File: src/rtl/division_op_fifo.sv
// Synchronous in-order FIFO with occupancy count. A pop on a non-empty FIFO frees
// its slot in the same cycle, so a concurrent push is accepted even when full.
module division_op_fifo #(
   parameter int WIDTH = 16,
   parameter int DEPTH = 8
) (
   input  logic                       clk,
   input  logic                       reset,
   input  logic                       push_i,
   input  logic                       pop_i,
   input  logic [WIDTH-1:0]           wdata_i,
   output logic [WIDTH-1:0]           rdata_o,
   output logic                       full_o,
   output logic                       empty_o,
   output logic [$clog2(DEPTH):0]     count_o
);

   localparam int PTR_W = $clog2(DEPTH);
   localparam int CNT_W = PTR_W + 1;

   logic [WIDTH-1:0] mem_q [DEPTH];
   logic [PTR_W-1:0] wr_ptr_q, wr_ptr_d;
   logic [PTR_W-1:0] rd_ptr_q, rd_ptr_d;
   logic [CNT_W-1:0] count_q, count_d;
   logic             do_push, do_pop;

   assign empty_o = (count_q == '0);
   assign full_o  = (count_q == CNT_W'(DEPTH));
   assign count_o = count_q;
   assign rdata_o = mem_q[rd_ptr_q];

   assign do_pop  = pop_i && !empty_o;
   assign do_push = push_i && (!full_o || do_pop);

   always_comb begin
      wr_ptr_d = wr_ptr_q;
      rd_ptr_d = rd_ptr_q;
      count_d  = count_q;
      if (do_push) wr_ptr_d = wr_ptr_q + PTR_W'(1);
      if (do_pop)  rd_ptr_d = rd_ptr_q + PTR_W'(1);
      case ({do_push, do_pop})
         2'b10:   count_d = count_q + CNT_W'(1);
         2'b01:   count_d = count_q - CNT_W'(1);
         default: count_d = count_q;
      endcase
   end

   always_ff @(posedge clk) begin
      if (reset) begin
         wr_ptr_q <= '0;
         rd_ptr_q <= '0;
         count_q  <= '0;
      end else begin
         wr_ptr_q <= wr_ptr_d;
         rd_ptr_q <= rd_ptr_d;
         count_q  <= count_d;
      end
   end

   // Storage needs no reset: only slots between the pointers are ever read.
   always_ff @(posedge clk) begin
      if (do_push) mem_q[wr_ptr_q] <= wdata_i;
   end

endmodule

File: config.mk
export PLATFORM = sky130hd
export DESIGN_NAME = division_op_fifo
export DESIGN_NICKNAME = d
export VERILOG_FILES = /design/src/rtl/division_op_fifo.sv
export SDC_FILE = /design/constraint.sdc
export NUM_CORES = 1
export LEC_CHECK = 0
export BUFFER_PORTS_ARGS = -buffer_cell sky130_fd_sc_hd__buf_2
export CORE_MARGIN = 2
export CORE_UTILIZATION = 51
export DETAILED_ROUTE_END_ITERATION = 8
export PLACE_DENSITY = 0.79
export SETUP_SLACK_MARGIN = 0.15
export SYNTH_ARGS = -nofsm -noshare
export SYNTH_HDL_FRONTEND = slang
export SYNTH_SLANG_ARGS = --single-unit
File: constraint.sdc
create_clock -name clk -period 2.65 [get_ports clk]
set_clock_uncertainty 0.05 [all_clocks]
set_input_delay 0.1325 -clock clk [delete_from_list [all_inputs] [get_ports clk]]
set_output_delay 0.1325 -clock clk [all_outputs]
set_load 0.05 [all_outputs]
# Word-level counts from Yosys, hierarchy flattened

Memory sizes are Yosys's and may differ from the RTL's. A register that Yosys moved wholly into a read port is not among the register bits.
Cells that the tools add are included.

Output and inout port bits: 22
RAM bits: 128
Memories kept: 1
Register bits after elaboration: 10
Logic and storage cells: 23
Input bits: 20

Add/sub/neg operators: 4
Muxes and demuxes: 5
Equal/unequal tests: 3
Reductions and logical operators: 7

Memories:

| memory | words | bits a word | rd ports | clocked after memory_dff | write ports | line | text |
|---|---|---|---|---|---|---|---|
| mem_q  | 8     | 16          | 1        | 1                        | 1           | 21   | `logic [WIDTH-1:0] mem_q [DEPTH];` |

Operators by type and width:

| operator              | number |
|---|---|
| $pmux W4 S2           | 1 |
| $add A3 B1 Y3 const B | 2 |
| $mux W3               | 2 |
| $add A4 B1 Y4 const B | 1 |
| $eq A4 B4 Y1 const B  | 1 |
| $logic_not A4 Y1      | 1 |
| $sub A4 B1 Y4 const B | 1 |
| $eq A2 B1 Y1 const B  | 1 |
| $eq A2 B2 Y1 const B  | 1 |
| $logic_and A1 B1 Y1   | 2 |
| $logic_not A1 Y1      | 2 |
| $mux W1               | 2 |
| $reduce_bool A2 Y1    | 1 |
| $logic_or A1 B1 Y1    | 1 |

# Longest topological paths before layout

Depth after elaboration: 7
Mapped depth: 10
Mapped depth without buffers: 9

# Worst setup path after synthesis

Ideal clock, no wire load.

Kind: register -> register
From: reg count_q[1], in the netlist count_o[1]
To: mem mem_q[0][0] (enable)
Setup time: 0.430 ns
Buffers on the path: 1
Required time: 2.170 ns
Arrival: 2.705 ns
Stages on the path, launching flop included: 5
Clock period less this slack: 3.185 ns
Setup slack: -0.535 ns
Cell sequence: dfxtp_1 or3_1 buf_6 o21ai_4 nor4_1

Cells in the longest elaborated chain, start to end: 7
Elaborated cells between the ends (all ways): 9
Those cells by class: eq/ne (1); mux (2); reduce/logical (6)

Ends and longest elaborated chain:

| item                            | line | text |
|---|---|---|
| start: declaration              | 24   | `logic [CNT_W-1:0] count_q, count_d;` |
| start signal: assignment        | 56   | `count_q <= count_d;` |
| $logic_not A4 Y1                | 27   | `assign empty_o = (count_q == '0);` |
| $logic_not A1 Y1                | 32   | `assign do_pop = pop_i && !empty_o;` |
| $logic_and A1 B1 Y1             | 32   |  |
| $logic_or A1 B1 Y1 *            | 33   | `assign do_push = push_i && (!full_o \|\| do_pop);` |
| $logic_and A1 B1 Y1 *           | 33   |  |
| $mux W1 *                       | 62   | `if (do_push) mem_q[wr_ptr_q] <= wdata_i;` |
| $mux W1 (implied by the code) * | 62   |  |
| end: declaration                | 21   |  |

Mark *: on every way between the ends. The rest lies on a longest branch, timed or not.

==> results.txt <==
outcome - complete, no violations
I/O pin cnt - 42
root buf cell - clkbuf_8
CTS tree - built
Die X - 109.6 um
Critical R2R Launch - count_o[2]
Critical Path Sink Type - output pin
Global Route Usage Sum - 0.1957
CP max FO - 16
CTS Buffer Depth - 2
cell count after synthesis - 268
largest net degree at the start of global routing - 33
met3 wire len - 452 um
# H-tree levels - 4
Clk pin slew, worst setup/hold paths - 0.06 ns
Post-Route WL - 10800 um
share of cells above drive strength 1 - 0.3222
Die ar. - 0.01201 mm2
Max-slew headroom - 0.4543
fin cells - 500
Final nets - 373
Tcrit/Tclk final - 0.9095
actual slew at the worst max-slew pin - 0.8156 ns
initial antenna violation count - 0
wire length on met1 - 4683 um
Pre-Repair DR Iteration Count - 4
Ys Warns - 0
Starting Density - 0.5245
Mean Syn Cell Area - 21.21 um2
syn nets - 293
Via density - 5.624
Pwr per Cell Area - 1022 mW/mm2
Worst Path Arrival - 2.23 ns
Synth Cell Area - 0.005685 mm2
RSZ-0062 raised after global routing - true
Max Freq - 0.4149 GHz
Die Y - 109.6 um
Hold Path Cell Cnt - 2
Hold WC Path Type - in2reg
# rows - 38
Util after Layout - 0.6384
Layout area overhead - 21.72%
clk_lat worst skew - 0.53 ns
Crit Path Class - reg2out
r2r endpoint - count_o[3]
grt total ovfl - 0
clock sink total - 141
DRT antenna net count - 0
Async S/R FF share, synth - 0
CTS buffer count - 17
register area share after synthesis - 0.7218
Tmin final - 2.410 ns
drt drc - 0
Fin Hold WS - 0.3639 ns
FILL cells - 747
leak pwr - 0.002422 uW
CP Launch Type - flip-flop
Setup TNS - 0 ns
initial DRC count - 226
Max Cap Violations - 0
register bit total from synthesis - 141
Worst R2R Path Depth - 9
Placer Congestion - 0.7950
total power - 7070 uW
final hold vios - 0
half-perimeter wire length after placement - 6023 um
PortBufs - 41
Hold Path Sink - mem_q[0][1]
antenna cells - 0
EDFF count, synth - 128
top_reg_cell synth - edfxtp_1
Final Slew Violations - 0
core area - 0.01084 mm2
vias in the first global route - 2949
highest metal used - met4
metal2 WL - 5487 um
wire per inst - 21.59 um
cell total after placement - 449
CP required - 2.47 ns
setup violators final - 0
hold path startpoint - wdata_i[1]
FF-to-FF setup slack - 0.30 ns
Vias - 2812
Synth cell types - 39
Post-CTS Setup Bufs - 0
VDD IR max - 727.6 uV
first-pass GRT wire length - 16370 um
## placed cells by master, fill, tap and decap left out, types with 6 or more instances in the layout
| master | n |
|---|---|
| dlygate4sd3_1 | 19 |
| clkbuf_16 | 17 |
| buf_4 | 12 |
| mux4_2 | 6 |
| buf_2 | 41 |
| dfxtp_1 | 11 |
| mux4_1 | 26 |
| nor2_1 | 15 |
| edfxtp_1 | 128 |
| mux2_2 | 16 |
## worst max-delay path: stages, from the launching register on
cell and delay (ns):
dfxtp_2 0.40, clkbuf_16 0.23, mux4_1 0.58, mux2_2 0.27, buf_2 0.21
## layout make-up
class                           count  area [um2]  area share
Inverter                            3       11.26    0.001627
Clock inverter                     13       173.9     0.02513
Sequential cell                   141        4106      0.5934
Timing Repair Buffer               74       530.5     0.07666
Multi-Input combinational cell    111        1505      0.2175
Clock buffer                       18       417.9     0.06039
Tap cell                          140       175.2     0.02531
## layer usage
metal	global-route usage	up-vias
li1	-	1279
met1	0.2517	1454
met2	0.3166	64
met3	0.05987	15
met4	0.07233	0
met5	0	-
## worst max-delay path by stage
stage                    start          end  slack (ns)  depth (start not counted)
global placement    count_o[1]   count_o[3]        0.37                          9
detailed placement  count_o[1]   count_o[3]        0.22                          9
CTS                  flip-flop   rdata_o[7]        0.16                          4
global route        count_o[1]   count_o[3]        0.15                          9
floorplan           count_o[0]  mem_q[1][0]       -0.12                          4
finish               flip-flop   rdata_o[8]        0.24                          4
## what timing repair did
item,4_1_cts,5_1_grt
hold buffers,19,0
gates resized for setup,0,4
endpoints found under the setup margin,0,2
hold endpoints to repair,141,0
## cell families (layout without fill, tap and decap cells)
| family | count (synthesis) | after routing | synth area share |
|---|---|---|---|
| fa+ha+maj | 5 | 5 | 0.01232 |
| simple gates | 35 | 35 | 0.03081 |
| flops | 141 | 141 | 0.7218 |
| buf+inv | 16 | 108 | 0.02223 |
| xor+xnor | 7 | 7 | 0.01078 |
| compound gates | 13 | 13 | 0.02047 |
| mux | 51 | 51 | 0.1816 |
## Yosys cell counts (2+ instances only)
cell,instances,area [um2]
mux2i_1,3,30.03
inv_1,3,11.26
mux2_2,16,180.2
buf_12,3,60.06
nand2b_1,4,25.02
ha_1,4,50.05
nand3_1,2,10.01
nor3_1,5,25.02
buf_1,3,11.26
mux4_1,27,709.4
mux4_2,5,112.6
edfxtp_1,128,3844
a21oi_1,2,10.01
buf_6,2,22.52
dfxtp_1,13,260.3
o211ai_1,3,22.52
nor2_1,15,56.30
nand2_1,2,7.510
xor2_1,4,35.03
clkbuf_1,3,11.26
xnor2_1,3,26.28
## through the flow
step	area, um2	setup slack, ns
CTS	6880	0.1594
global route	6920	0.1518
detailed placement	6098	0.2179
floorplan	5698	-0.1177
global placement	6098	0.3704
finish	6920	0.2399
## flip-flops by register name, summed over array words and instances (netlist names), named ones only
name	cells
count_o	4
wr_ptr_q	3
mem_q	128
rd_ptr_q	3
## where the power goes
part           total [uW]  internal [uW]  switching [uW]
registers            2680           2570             109
clock network        2370           1510             862
logic                2020            796            1230
Note: power is estimated with default switching activity, not from simulation.
